## src/rtl/load_store_unit_if.sv

```systemverilog
// ---------------------------------------------------------------------------
// load_store_unit_if
// Data-memory bus between the load/store unit and the data memory.
// Single outstanding, word-addressed request with byte-lane enables.
//
// Signals:
//   mem_req    LSU -> mem  request, held until mem_ack
//   mem_we     LSU -> mem  1 = write
//   mem_addr   LSU -> mem  word-aligned byte address (ADDR_W bits)
//   mem_be     LSU -> mem  byte-lane enables, bit i covers [8i+7:8i]
//   mem_wdata  LSU -> mem  lane-replicated write data
//   mem_ack    mem -> LSU  request complete; read data valid this cycle
//   mem_rdata  mem -> LSU  read data
// Modports: master (LSU side), slave (memory side).
// ---------------------------------------------------------------------------
interface load_store_unit_if #(
    parameter int ADDR_W = 32
);
    logic              mem_req;
    logic              mem_we;
    logic [ADDR_W-1:0] mem_addr;
    logic [3:0]        mem_be;
    logic [31:0]       mem_wdata;
    logic              mem_ack;
    logic [31:0]       mem_rdata;

    modport master (
        output mem_req, mem_we, mem_addr, mem_be, mem_wdata,
        input  mem_ack, mem_rdata
    );

    modport slave (
        input  mem_req, mem_we, mem_addr, mem_be, mem_wdata,
        output mem_ack, mem_rdata
    );
endinterface

```

## src/rtl/load_store_unit.sv

```systemverilog
// ---------------------------------------------------------------------------
// load_store_unit
// Memory-access stage after the ALU. Accepts RV32I load/store alucodes with
// the ALU's effective address, performs one data-memory access at a time
// (IDLE -> ACCESS -> DONE) and returns sign/zero-extended load data.
//
// Ports:
//   clk, rst_n       clock, synchronous active-low reset
//   in_valid_i       op offered this cycle
//   in_ready_o       unit idle and able to accept
//   alucode_i        6-bit ALU operation code (only LB..SW acted on)
//   addr_i           byte address
//   st_data_i        store data (rs2)
//   rd_i             load destination register
//   mem              data-memory bus (load_store_unit_if.master)
//   wb_valid_o       one-cycle pulse: load result on wb_data_o/wb_rd_o
//   wb_rd_o, wb_data_o  last completed load, held until the next one
//   st_done_o        one-cycle pulse: store completed
//   misalign_o       one-cycle pulse: misaligned op rejected
//                    (only when LSU_MISALIGN_TRAP_EN is defined)
//
// Build option: LSU_MISALIGN_TRAP_EN -- trap misaligned half/word accesses
// instead of silently aligning them.
// ---------------------------------------------------------------------------
module load_store_unit #(
    parameter int ADDR_W = 32
) (
    input  logic              clk,
    input  logic              rst_n,
    input  logic              in_valid_i,
    output logic              in_ready_o,
    input  logic [5:0]        alucode_i,
    input  logic [ADDR_W-1:0] addr_i,
    input  logic [31:0]       st_data_i,
    input  logic [4:0]        rd_i,
    load_store_unit_if.master mem,
    output logic              wb_valid_o,
    output logic [4:0]        wb_rd_o,
    output logic [31:0]       wb_data_o,
    output logic              st_done_o
`ifdef LSU_MISALIGN_TRAP_EN
    ,
    output logic              misalign_o
`endif
);
    // Memory alucodes, matching define.vh.
    localparam logic [5:0] ALU_LB  = 6'd9;
    localparam logic [5:0] ALU_LH  = 6'd10;
    localparam logic [5:0] ALU_LW  = 6'd11;
    localparam logic [5:0] ALU_LBU = 6'd12;
    localparam logic [5:0] ALU_LHU = 6'd13;
    localparam logic [5:0] ALU_SB  = 6'd14;
    localparam logic [5:0] ALU_SH  = 6'd15;
    localparam logic [5:0] ALU_SW  = 6'd16;

    localparam logic [1:0] SZ_B = 2'd0;
    localparam logic [1:0] SZ_H = 2'd1;
    localparam logic [1:0] SZ_W = 2'd2;

    typedef enum logic [1:0] {IDLE, ACCESS, DONE} state_t;

    state_t state_q, state_d;

    logic              is_load_q, sign_q, trap_q, we_q;
    logic [1:0]        size_q, off_q;
    logic [4:0]        rd_q;
    logic [ADDR_W-1:0] addr_q;
    logic [3:0]        be_q;
    logic [31:0]       wdata_q;
    logic [31:0]       wb_data_q;
    logic [4:0]        wb_rd_q;

    logic       dec_mem, dec_load, dec_sign, dec_misal, trap_now, accept;
    logic [1:0] dec_size, off, off_eff;

    function automatic logic [3:0] lane_be(input logic [1:0] size, input logic [1:0] o);
        case (size)
            SZ_B:    lane_be = 4'b0001 << o;
            SZ_H:    lane_be = o[1] ? 4'b1100 : 4'b0011;
            default: lane_be = 4'b1111;
        endcase
    endfunction

    function automatic logic [31:0] lane_wdata(input logic [1:0] size, input logic [31:0] d);
        case (size)
            SZ_B:    lane_wdata = {4{d[7:0]}};
            SZ_H:    lane_wdata = {2{d[15:0]}};
            default: lane_wdata = d;
        endcase
    endfunction

    function automatic logic [31:0] load_extend(input logic [31:0] rdata, input logic [1:0] size,
                                                input logic sgn, input logic [1:0] o);
        logic [7:0]  b;
        logic [15:0] h;
        b = rdata[{o, 3'b000} +: 8];
        h = o[1] ? rdata[31:16] : rdata[15:0];
        case (size)
            SZ_B:    load_extend = {{24{sgn & b[7]}}, b};
            SZ_H:    load_extend = {{16{sgn & h[15]}}, h};
            default: load_extend = rdata;
        endcase
    endfunction

    // Op decode
    always_comb begin
        dec_mem  = 1'b1;
        dec_load = 1'b0;
        dec_sign = 1'b0;
        dec_size = SZ_W;
        case (alucode_i)
            ALU_LB:  begin dec_load = 1'b1; dec_size = SZ_B; dec_sign = 1'b1; end
            ALU_LH:  begin dec_load = 1'b1; dec_size = SZ_H; dec_sign = 1'b1; end
            ALU_LW:  begin dec_load = 1'b1; dec_size = SZ_W; end
            ALU_LBU: begin dec_load = 1'b1; dec_size = SZ_B; end
            ALU_LHU: begin dec_load = 1'b1; dec_size = SZ_H; end
            ALU_SB:  dec_size = SZ_B;
            ALU_SH:  dec_size = SZ_H;
            ALU_SW:  dec_size = SZ_W;
            default: dec_mem = 1'b0;
        endcase
    end

    assign off       = addr_i[1:0];
    assign dec_misal = ((dec_size == SZ_H) && off[0]) || ((dec_size == SZ_W) && (off != 2'b00));

`ifdef LSU_MISALIGN_TRAP_EN
    // Misaligned ops never reach memory, so the raw offset is always usable.
    assign trap_now = dec_misal;
    assign off_eff  = off;
`else
    // Misaligned ops are forced to natural alignment and proceed normally.
    assign trap_now = 1'b0;
    assign off_eff  = dec_misal ? ((dec_size == SZ_H) ? {off[1], 1'b0} : 2'b00) : off;
`endif

    // Next-state logic
    always_comb begin
        state_d = state_q;
        accept  = 1'b0;
        case (state_q)
            IDLE: begin
                if (in_valid_i && dec_mem) begin
                    accept  = 1'b1;
                    state_d = trap_now ? DONE : ACCESS;
                end
            end
            ACCESS:  if (mem.mem_ack) state_d = DONE;
            DONE:    state_d = IDLE;
            default: state_d = IDLE;
        endcase
    end

    always_ff @(posedge clk) begin
        if (!rst_n) begin
            state_q   <= IDLE;
            is_load_q <= 1'b0;
            sign_q    <= 1'b0;
            trap_q    <= 1'b0;
            we_q      <= 1'b0;
            size_q    <= SZ_W;
            off_q     <= 2'b00;
            rd_q      <= 5'd0;
            addr_q    <= '0;
            be_q      <= 4'b0000;
            wdata_q   <= 32'd0;
            wb_data_q <= 32'd0;
            wb_rd_q   <= 5'd0;
        end else begin
            state_q <= state_d;
            if (accept) begin
                is_load_q <= dec_load;
                sign_q    <= dec_sign;
                size_q    <= dec_size;
                off_q     <= off_eff;
                rd_q      <= rd_i;
                trap_q    <= trap_now;
                // A trapped op leaves the bus registers untouched.
                if (!trap_now) begin
                    we_q    <= ~dec_load;
                    addr_q  <= {addr_i[ADDR_W-1:2], 2'b00};
                    be_q    <= lane_be(dec_size, off_eff);
                    wdata_q <= lane_wdata(dec_size, st_data_i);
                end
            end
            // Load result is captured on ack so it is visible in DONE and held after.
            if ((state_q == ACCESS) && mem.mem_ack && is_load_q) begin
                wb_data_q <= load_extend(mem.mem_rdata, size_q, sign_q, off_q);
                wb_rd_q   <= rd_q;
            end
        end
    end

    assign in_ready_o    = (state_q == IDLE);
    assign mem.mem_req   = (state_q == ACCESS);
    assign mem.mem_we    = we_q;
    assign mem.mem_addr  = addr_q;
    assign mem.mem_be    = be_q;
    assign mem.mem_wdata = wdata_q;

    assign wb_valid_o = (state_q == DONE) && is_load_q && !trap_q;
    assign st_done_o  = (state_q == DONE) && !is_load_q && !trap_q;
    assign wb_data_o  = wb_data_q;
    assign wb_rd_o    = wb_rd_q;
`ifdef LSU_MISALIGN_TRAP_EN
    assign misalign_o = (state_q == DONE) && trap_q;
`endif
endmodule

```

## src/flat_wrapper.sv

```systemverilog
// flat-port wrapper written by rule: the top's interface ports become plain ports
module load_store_unit_flat 
#(
    parameter int ADDR_W = 32
)
  (clk, rst_n, in_valid_i, in_ready_o, alucode_i, addr_i, st_data_i, rd_i, wb_valid_o, wb_rd_o, wb_data_o, st_done_o, mem_mem_req, mem_mem_we, mem_mem_addr, mem_mem_be, mem_mem_wdata, mem_mem_ack, mem_mem_rdata);
  load_store_unit_if #(.ADDR_W(ADDR_W)) mem_i ();
  input  logic clk;
  input  logic rst_n;
  input  logic in_valid_i;
  output logic in_ready_o;
  input  logic [5:0] alucode_i;
  input  logic [ADDR_W-1:0] addr_i;
  input  logic [31:0] st_data_i;
  input  logic [4:0] rd_i;
  output logic wb_valid_o;
  output logic [4:0] wb_rd_o;
  output logic [31:0] wb_data_o;
  output logic st_done_o;
  output wire logic [$bits(mem_i.mem_req)-1:0] mem_mem_req;
  output wire logic [$bits(mem_i.mem_we)-1:0] mem_mem_we;
  output wire logic [$bits(mem_i.mem_addr)-1:0] mem_mem_addr;
  output wire logic [$bits(mem_i.mem_be)-1:0] mem_mem_be;
  output wire logic [$bits(mem_i.mem_wdata)-1:0] mem_mem_wdata;
  input wire logic [$bits(mem_i.mem_ack)-1:0] mem_mem_ack;
  input wire logic [$bits(mem_i.mem_rdata)-1:0] mem_mem_rdata;
  assign mem_mem_req = mem_i.mem_req;
  assign mem_mem_we = mem_i.mem_we;
  assign mem_mem_addr = mem_i.mem_addr;
  assign mem_mem_be = mem_i.mem_be;
  assign mem_mem_wdata = mem_i.mem_wdata;
  assign mem_i.mem_ack = mem_mem_ack;
  assign mem_i.mem_rdata = mem_mem_rdata;
  load_store_unit #(.ADDR_W(ADDR_W)) u_core (.clk(clk), .rst_n(rst_n), .in_valid_i(in_valid_i), .in_ready_o(in_ready_o), .alucode_i(alucode_i), .addr_i(addr_i), .st_data_i(st_data_i), .rd_i(rd_i), .mem(mem_i), .wb_valid_o(wb_valid_o), .wb_rd_o(wb_rd_o), .wb_data_o(wb_data_o), .st_done_o(st_done_o));
endmodule
```

## config.mk

```make
export PLATFORM = sky130hd
export DESIGN_NAME = load_store_unit_flat
export DESIGN_NICKNAME = d
export VERILOG_FILES = /design/src/rtl/load_store_unit_if.sv /design/src/rtl/load_store_unit.sv /design/src/flat_wrapper.sv
export SDC_FILE = /design/constraint.sdc
export NUM_CORES = 1
export LEC_CHECK = 0
export BUFFER_PORTS_ARGS = -buffer_cell sky130_fd_sc_hd__buf_2
export CAP_MARGIN = 5
export CORE_UTILIZATION = 45
export CTS_CLUSTER_DIAMETER = 80
export DETAILED_ROUTE_END_ITERATION = 8
export GPL_TIMING_DRIVEN = 0
export MAX_ROUTING_LAYER = met4
export PLACE_DENSITY = 0.86
export SLEW_MARGIN = 25
export SYNTH_ARGS = -nofsm -noshare
export SYNTH_HDL_FRONTEND = slang
export SYNTH_SLANG_ARGS = --single-unit
```

## constraint.sdc

```tcl
create_clock -name clk -period 2.45 [get_ports clk]
set_input_delay 0.3675 -clock clk [delete_from_list [all_inputs] [get_ports clk]]
set_output_delay 0.3675 -clock clk [all_outputs]
set_load 0.005 [all_outputs]
```

## Word-level counts from Yosys, hierarchy flattened

Index checks and enable logic that the tools add are counted.

- Eq/ne operators: 15
- Shift operators: 2
- Multiplexer cells: 16
- Bitwise logic cells: 3
- Reduce and logical (&&, ||, !) cells: 19

Operator list:

| operator | number |
|---|---|
| 32-bit case mux with 2 select lines | 2 |
| 6-bit by 4-bit equality test with 1-bit output, second input constant | 7 |
| 32-bit by 6-bit variable part select with 8-bit output | 1 |
| 16-bit 2-to-1 mux | 1 |
| 2-bit 2-to-1 mux | 4 |
| 2-bit case mux with 2 select lines | 2 |
| 4-bit case mux with 2 select lines | 1 |
| 8-bit OR reduction | 1 |
| 1-bit logical AND | 7 |
| 2-bit by 1-bit equality test with 1-bit output, second input constant | 3 |
| 6-bit by 5-bit equality test with 1-bit output, second input constant | 1 |
| 2-bit zero test | 3 |
| 3-bit OR reduction | 2 |
| 1-bit 2-to-1 mux | 5 |
| 5-bit OR reduction | 1 |
| 2-bit equality test, second input constant | 2 |
| 4-bit 2-to-1 mux | 1 |
| 2-bit by 1-bit inequality test with 1-bit output, second input constant | 2 |
| 1-bit by 2-bit left shift with 4-bit output, first input constant | 1 |
| 1-bit bitwise AND | 2 |
| 2-bit AND reduction | 1 |
| 2-bit nonzero test | 1 |
| 2-bit OR reduction | 1 |
| 1-bit zero test | 1 |
| other kinds (2) | 2 |

- Register bits after elaboration: 117
- Input bits: 111
- Output and inout port bits: 110
- Word-level logic and storage cells: 67

## Longest topological paths before layout

Gate-level depths: netlist (run 1).

- Depth in word-level cells: 9
- Gate-level depth with buffers: 7
- Depth with buffers taken out: 4

## Least setup slack after synthesis (run 1)

OpenSTA, ideal clock, no wires.

- Path kind: input to register
- Start: input port alucode_i[2]
- End: register u_core.be_q[2] (netlist: u_core.mem.mem_be[2])
- Library setup time: 0.119 ns
- Arrival time: 1.580 ns
- Required time: 2.331 ns
- Path slack: 0.752 ns
- Stages on the path: 6
- Path buffers: 2
- Cell sequence: buf_2 > or3b_2 > buf_2 > a21oi_1 > a21boi_0 > o221a_2

- Longest elaborated chain between the ends: 9
- Elaborated cells on any way between the ends: 27
- Classes of those cells: eq/ne (10); shift (1); mux (8); reduce/logical (8)

Ends and longest elaborated chain:

| what | RTL line | RTL |
|---|---|---|
| start: declaration | flat_wrapper.sv:12 | `input logic [5:0] alucode_i;` |
| 6-bit by 4-bit equality test with 1-bit output | load_store_unit.sv:111 | `case (alucode_i)` |
| 3-bit OR reduction (no source line) | - |  |
| 2-bit case mux with 2 select lines | load_store_unit.sv:111 |  |
| 2-bit by 1-bit equality test with 1-bit output or 2-bit equality test (tied branches) | load_store_unit.sv:77, load_store_unit.sv:125, load_store_unit.sv:134 |  |
| 1-bit logical AND | load_store_unit.sv:125 | `assign dec_misal = ((dec_size == SZ_H) && off[0]) \|\| ((dec_size == SZ_W) && (off != 2'b00));` |
| 1-bit logical OR | load_store_unit.sv:125 |  |
| 2-bit 2-to-1 mux | load_store_unit.sv:134 | `assign off_eff = dec_misal ? ((dec_size == SZ_H) ? {off[1], 1'b0} : 2'b00) : off;` |
| 4-bit 2-to-1 mux or 1-bit by 2-bit left shift with 4-bit output (tied branches) | load_store_unit.sv:79, load_store_unit.sv:78 |  |
| 4-bit case mux with 2 select lines | load_store_unit.sv:77 | `case (size)` |
| end signal: assignment | load_store_unit.sv:182 | `be_q <= lane_be(dec_size, off_eff);` |
| end: declaration | load_store_unit.sv:68 | `logic [3:0] be_q;` |

Parallel ways exist; a longest one is shown, timed or not.
A chain may end at the register's enable or synchronous reset.

## Final worst setup path (run 1)

- Start: register u_core.state_q[1]
- End: register u_core.sign_q

- Longest elaborated chain between the ends: 2

Ends and longest elaborated chain:

| what | RTL line | RTL |
|---|---|---|
| start: declaration | load_store_unit.sv:62 | `state_t state_q, state_d;` |
| start signal: assignment | load_store_unit.sv:170 | `state_q <= state_d;` |
| 2-bit zero test | load_store_unit.sv:141 | `case (state_q)` |
| 1-bit 2-to-1 mux | load_store_unit.sv:141 |  |
| end signal: assignment | load_store_unit.sv:173 | `sign_q <= dec_sign;` |
| end: declaration | load_store_unit.sv:64 | `logic is_load_q, sign_q, trap_q, we_q;` |

Every way passes these cells.

==> impl_metrics.json, run 1 <==
{
  "status": "finished with violations",
  "violations": "DRC",
  "cts_resized": 0,
  "synth-main-ff-cell": "dfxtp_1",
  "syn-instance-count": 634,
  "finalCritPeriodShare_pct": 78.0,
  "clock_latency_ps": 420,
  "endpoint_kind": "flop",
  "row_count": 39,
  "gp_congestion": 0.927,
  "ff2ff_setup_slack_ps": 540,
  "antenna_found_initial": 1,
  "cts_hold_buffers": 0,
  "syn_avg_cell_area_um2": 8.54,
  "synth_edf_count": 0,
  "syn_to_final_growth_pct": 36.2,
  "synth_area_um2": 5420,
  "fin_util_pct": 63.8,
  "synth_top_area_share_pct": 43.3,
  "synthTopCellsByCount": "117 x dfxtp_1, 95 x a21oi_1, 70 x o21ai_0, 69 x nand3_1, 50 x nand2_1",
  "synth_cell_types": 53,
  "die_h_um": 112,
  "n_fill_cell": 990,
  "drive_gt1_share_pct": 36.0,
  "grt_pass1_vias": 5846,
  "startpoint": "u_core.state_q[1]$_SDFFE_PN0P_",
  "design.core.area_um2": 11600,
  "slew_headroom_pct": 52.3,
  "p_leak_uw": 0.00326,
  "rsz0062_at_grt": "false",
  "yosysWarningCount": 0,
  "drt.antenna.violating_nets": 0,
  "start_util_pct": 46.8,
  "drt_iter0_drc": 639,
  "maxCapViolCount": 0,
  "wl_um": 18800,
  "async_flop_share_pct": 0,
  "cts-root-buf": "clkbuf_16",
  "r2r_end": "u_core.sign_q$_SDFFE_PN0P_",
  "stdcell_count": 1027,
  "worstMarginPinSlew_ps": 698,
  "cts_buffers": 17,
  "min_path_type": "in -> reg",
  "clock_sinks": 117,
  "finalHoldViolCount": 0,
  "fmax_mhz": 524,
  "clockBufferDepth": 2,
  "ir_drop_mv": 0.632,
  "multiInputGateArea_um2": 2640,
  "synthTopCellsByArea": "dfxtp_1 43%, a21oi_1 8.8%, o21ai_0 6.5%, nand3_1 6.4%, nand2_1 3.5%",
  "slew_viol_final": 0,
  "design_area_um2": 7380,
  "drcViolationCount": 13,
  "clk_pin_slew_worst_paths_ps": 50,
  "cts_max_level": 4,
  "start_kind": "flop",
  "finalSetupViolations": 0,
  "reg2reg_depth": 5,
  "register_area_um2": 2340,
  "port_buffers": 216,
  "placed_area_um2": 6680,
  "fp.dieArea_um2": 12500,
  "globalRoute.totalOverflow": 0,
  "ios": 221,
  "crit_path_end": "u_core.sign_q$_SDFFE_PN0P_",
  "drtPass1Iterations": 7,
  "tns_ps": 0,
  "grt_pass1_wl_um": 29300,
  "fin_ws_ps": 540,
  "r2r_start": "u_core.state_q[1]$_SDFFE_PN0P_",
  "post_cts_buffers": 0,
  "dp_hpwl_um": 13700,
  "synth.most_common_cell": "dfxtp_1",
  "pre_cts_slack_ps": 420,
  "power.density_nw_per_um2": 712,
  "critPathKind": "reg -> reg",
  "vias_per_cell": 5.89,
  "cp_data_required_time_ps": 2790,
  "vias": 6052,
  "dp.cells": 994,
  "grt_start_max_net_pins": 17,
  "worstPathMaxFanout": 10,
  "yosysTopAreaCell": "dfxtp_1",
  "routedWlPerCell_um": 18.3,
  "grt_usage_pct": 31.1,
  "crit_arrival_ps": 2250,
  "cts_tree": "yes",
  "synth_seq_cells": 117,
  "fp.dieW_um": 112,
  "yosysSeqAreaShare_pct": 43.3,
  "fin_worst_skew_ps": 6.44,
  "period_minus_slack_ps": 1910,
  "fin_nets": 981
}
power by group:
part | internal [uW] | switching, uW
Combinational | 164 | 221
Sequential | 1930 | 17.7
Clock | 2030 | 884
Total | 4130 | 1120
logic make-up after synthesis:
family,Yosys count,share of synthesized area (%)
AND/OR/NAND/NOR,163,15.4
AO/OA/AOI/OAI,245,28.0
multiplexers,16,4.99
XOR/XNOR,1,0.300
other,1,0.0692
buffers and inverters,91,7.99
flip-flops,117,43.3
metal layers:
| metal | vias to the layer above | GRT usage, % | wire length (um) |
|---|---|---|---|
| li1 | 2826 | - | - |
| met2 | 344 | 49.2 | 8920 |
| met5 | - | - | 0 |
| met3 | 61 | 6.31 | 1570 |
| met1 | 2821 | 37.0 | 7450 |
| met4 | 0 | 17.2 | 826 |
metrics by stage:
step,hold slack (ps),total power (uW)
2_1_floorplan,432,2180
3_3_place_gp,441,2360
3_5_place_dp,447,2370
4_1_cts,184,5260
5_1_grt,207,5400
6_report,192,5260
final cells by class:
| type | count | share of cell area, % |
|---|---|---|
| repair buffers | 216 | 14.7 |
| diodes | 1 | 0.0339 |
| plain buffers | 71 | 4.85 |
| inverters | 20 | 1.02 |
| clock buffers | 19 | 6.00 |
| flip-flops and latches | 117 | 31.8 |
| well taps | 143 | 2.43 |
| multi-input cells | 427 | 35.8 |
| clock inverters | 13 | 3.43 |
flip-flops by register name, indices dropped and copies added, names as in the netlist, 4 cells and up:
signal                cells
u_core.rd_q               5
u_core.mem.mem_addr      30
u_core.wb_data_o         32
u_core.mem.mem_be         4
u_core.wb_rd_o            5
u_core.mem.mem_wdata     32
critical path, stage by stage, from the launching register on:
cell and delay, ps:
dfxtp_1 360, nor3b_2 440, o211a_1 250, clkbuf_1 370, o2111ai_1 220, a21oi_1 190
placed cells by master, fill, tap and decap left out, types with 3 or more instances in the layout:
cell	n
dfxtp_1	117
buf_2	238
inv_1	19
o221a_2	3
o211a_1	3
a21oi_1	95
mux4_2	8
nand4_1	16
o311ai_0	6
buf_4	5
a2111oi_2	5
a211oi_1	18
o21ai_0	70
nor2_1	3
buf_6	5
clkbuf_1	33
a22oi_1	3
o211ai_1	3
nand3_1	69
o221ai_1	8
a221oi_1	8
o21ai_1	10
nand2b_1	3
bufinv_16	7
mux2_2	8
clkbuf_2	6
nand2_1	50
nor3_1	7
clkbuf_16	17
worst min-delay path by stage:
stage                                 from                                    end  depth (start not counted)  slack, ps
3_3_place_gp   u_core.rd_q[3]$_SDFFE_PN0P_         u_core.wb_rd_o[3]$_SDFFE_PN0P_                          2        440
3_5_place_dp   u_core.rd_q[2]$_SDFFE_PN0P_         u_core.wb_rd_o[2]$_SDFFE_PN0P_                          2        450
4_1_cts                      st_data_i[29]  u_core.mem.mem_wdata[29]$_SDFFE_PN0P_                          3        180
5_1_grt                      st_data_i[31]  u_core.mem.mem_wdata[31]$_SDFFE_PN0P_                          3        210
6_report                     st_data_i[29]  u_core.mem.mem_wdata[29]$_SDFFE_PN0P_                          3        190
2_1_floorplan  u_core.rd_q[0]$_SDFFE_PN0P_         u_core.wb_rd_o[0]$_SDFFE_PN0P_                          2        430
Power figures use the tool's default switching activity.
==> inputs of run 2 (changes only) <==
- CORE_UTILIZATION: 45 -> 44
- PLACE_DENSITY: 0.86 -> 0.88
- clock period: 2.45 -> 1.6 ns (I/O delays scaled with it)
==> impl_metrics.json, run 2 (synthesis gave the netlist of run 1 again) <==
{
  "rsz0062_at_grt": "true",
  "p_leak_uw": 0.00346,
  "antenna_found_initial": 0,
  "worstPathCellList": "nor3b_4 > buf_4 > o211ai_4 > clkbuf_16 > nand4_1 > o311ai_1",
  "drt_iter0_drc": 496,
  "period_minus_slack_ps": 1660,
  "status": "finished with violations",
  "start_kind": "flop",
  "drtPass1Iterations": 5,
  "clock_sinks": 117,
  "grt_pass1_vias": 5775,
  "fin_nets": 999,
  "fin_ws_ps": -63.0,
  "finalSetupViolations": 27,
  "dp.cells": 998,
  "syn_to_final_growth_pct": 46.3,
  "startpoint": "u_core.state_q[1]$_SDFFE_PN0P_",
  "vias": 6149,
  "fp.dieW_um": 113,
  "crit_arrival_ps": 1950,
  "globalRoute.totalOverflow": 0,
  "slew_headroom_pct": 39.6,
  "r2r_start": "u_core.state_q[1]$_SDFFE_PN0P_",
  "design.core.area_um2": 12000,
  "tns_ps": -547,
  "ios": 221,
  "routedWlPerCell_um": 18.3,
  "port_buffers": 216,
  "cp_data_required_time_ps": 1880,
  "cts_tree": "yes",
  "stdcell_count": 1048,
  "drive_gt1_share_pct": 42.0,
  "dp_hpwl_um": 13400,
  "fmax_mhz": 601,
  "fin_util_pct": 65.9,
  "clock_latency_ps": 420,
  "final_common_cell": "buf_2",
  "cpPeakStageDelay_ps": 360,
  "maxCapViolCount": 0,
  "gp_congestion": 0.899,
  "worstHoldStart": "st_data_i[24]",
  "cts_buffers": 17,
  "grt_start_max_net_pins": 17,
  "slew_viol_final": 0,
  "worstMarginPinSlew_ps": 905,
  "power_uw": 7820,
  "drcViolationCount": 0,
  "finalHoldViolCount": 0,
  "clk_pin_slew_worst_paths_ps": 50,
  "fp.dieArea_um2": 12800,
  "violations": "setup timing",
  "antennaDiodeCount": 0,
  "vias_per_cell": 5.87,
  "ir_drop_mv": 0.819,
  "finalCritPeriodShare_pct": 104,
  "critPathKind": "reg -> reg",
  "die_h_um": 113,
  "grt_pass1_wl_um": 28900,
  "row_count": 40,
  "fin_worst_skew_ps": 6.99,
  "grt_usage_pct": 30.3,
  "cpMaxStageDelayCell": "dfxtp_4",
  "cts_max_level": 4,
  "power.density_nw_per_um2": 987,
  "clockBufferDepth": 2,
  "start_util_pct": 45.1,
  "wl_um": 19200,
  "worstPathMaxFanout": 6,
  "cts-root-buf": "clkbuf_16",
  "endpoint_kind": "flop",
  "most-common-layout-cells": "223 x buf_2, 113 x dfxtp_1, 93 x a21oi_1",
  "drt.antenna.violating_nets": 0,
  "min_path_type": "in -> reg"
}
==> run 2: changes by cell type in the layout (fill, tap and decap cells not counted), sizes merged, moves of 2 or more <==
| cell | delta |
|---|---|
| bufinv | -3 |
| clkinv | -2 |
| buf | +26 |
| clkbuf | -7 |
| clkinvlp | +3 |
==> run 2: through the flow <==
step	setup slack [ps]	area [um^2]	hold slack, ps
after global routing	-117	7920	46.9
after floorplan	-30.6	5430	383
after global placement	-230	6690	443
after CTS	-92.3	7580	49.4
after detailed placement	-285	6690	450
final	-63.0	7920	56.5
==> run 2: report_power, final <==
part	switching, uW	internal, uW
combinational	378	287
sequential	27.0	2960
clock	1400	2770
total	1800	6020
==> run 2: final cells by class <==
| cell class | instances | area, um^2 |
|---|---|---|
| multi-input cells | 428 | 2840 |
| plain buffers | 70 | 519 |
| flip-flops and latches | 117 | 2350 |
| clock inverters | 11 | 173 |
| inverters | 20 | 78.8 |
| well taps | 147 | 184 |
| repair buffers | 234 | 1290 |
| clock buffers | 21 | 480 |
| fillers | 956 | 4090 |
==> run 2: critical path, delay by kind of cell, from the launching register on <==
kind | cells | cell delay, ps
buf+inv | 2 | 450
flops | 1 | 360
simple gates | 2 | 430
compound gates | 2 | 280
==> run 2: worst paths after layout <==
path | endpoint | slack [ps] | cells past startpoint
min | u_core.mem.mem_wdata[24]$_SDFFE_PN0P_ | 60 | 3
max | u_core.mem.mem_wdata[10]$_SDFFE_PN0P_ | -60 | 6
min reg2reg | u_core.wb_rd_o[4]$_SDFFE_PN0P_ | 460 | 2
max reg2reg | u_core.mem.mem_wdata[10]$_SDFFE_PN0P_ | -60 | 6
==> run 2: per-layer routing <==
| layer | part of all wire [%] | up-vias | GRT usage [%] |
|---|---|---|---|
| met5 | 0 | - | - |
| met4 | 2.5 | 0 | 13.2 |
| met3 | 8.6 | 42 | 7.23 |
| met2 | 48 | 317 | 48.7 |
| met1 | 41 | 2923 | 36.2 |
| li1 | - | 2867 | - |
==> run 2: repair_timing <==
item                                    4_1_cts  5_1_grt
hold buffers                                  0        0
pin swaps                                    10       17
resized for setup                            50       90
cloned                                        1        4
endpoints found under the setup margin      104      109
setup buffers                                 7        7
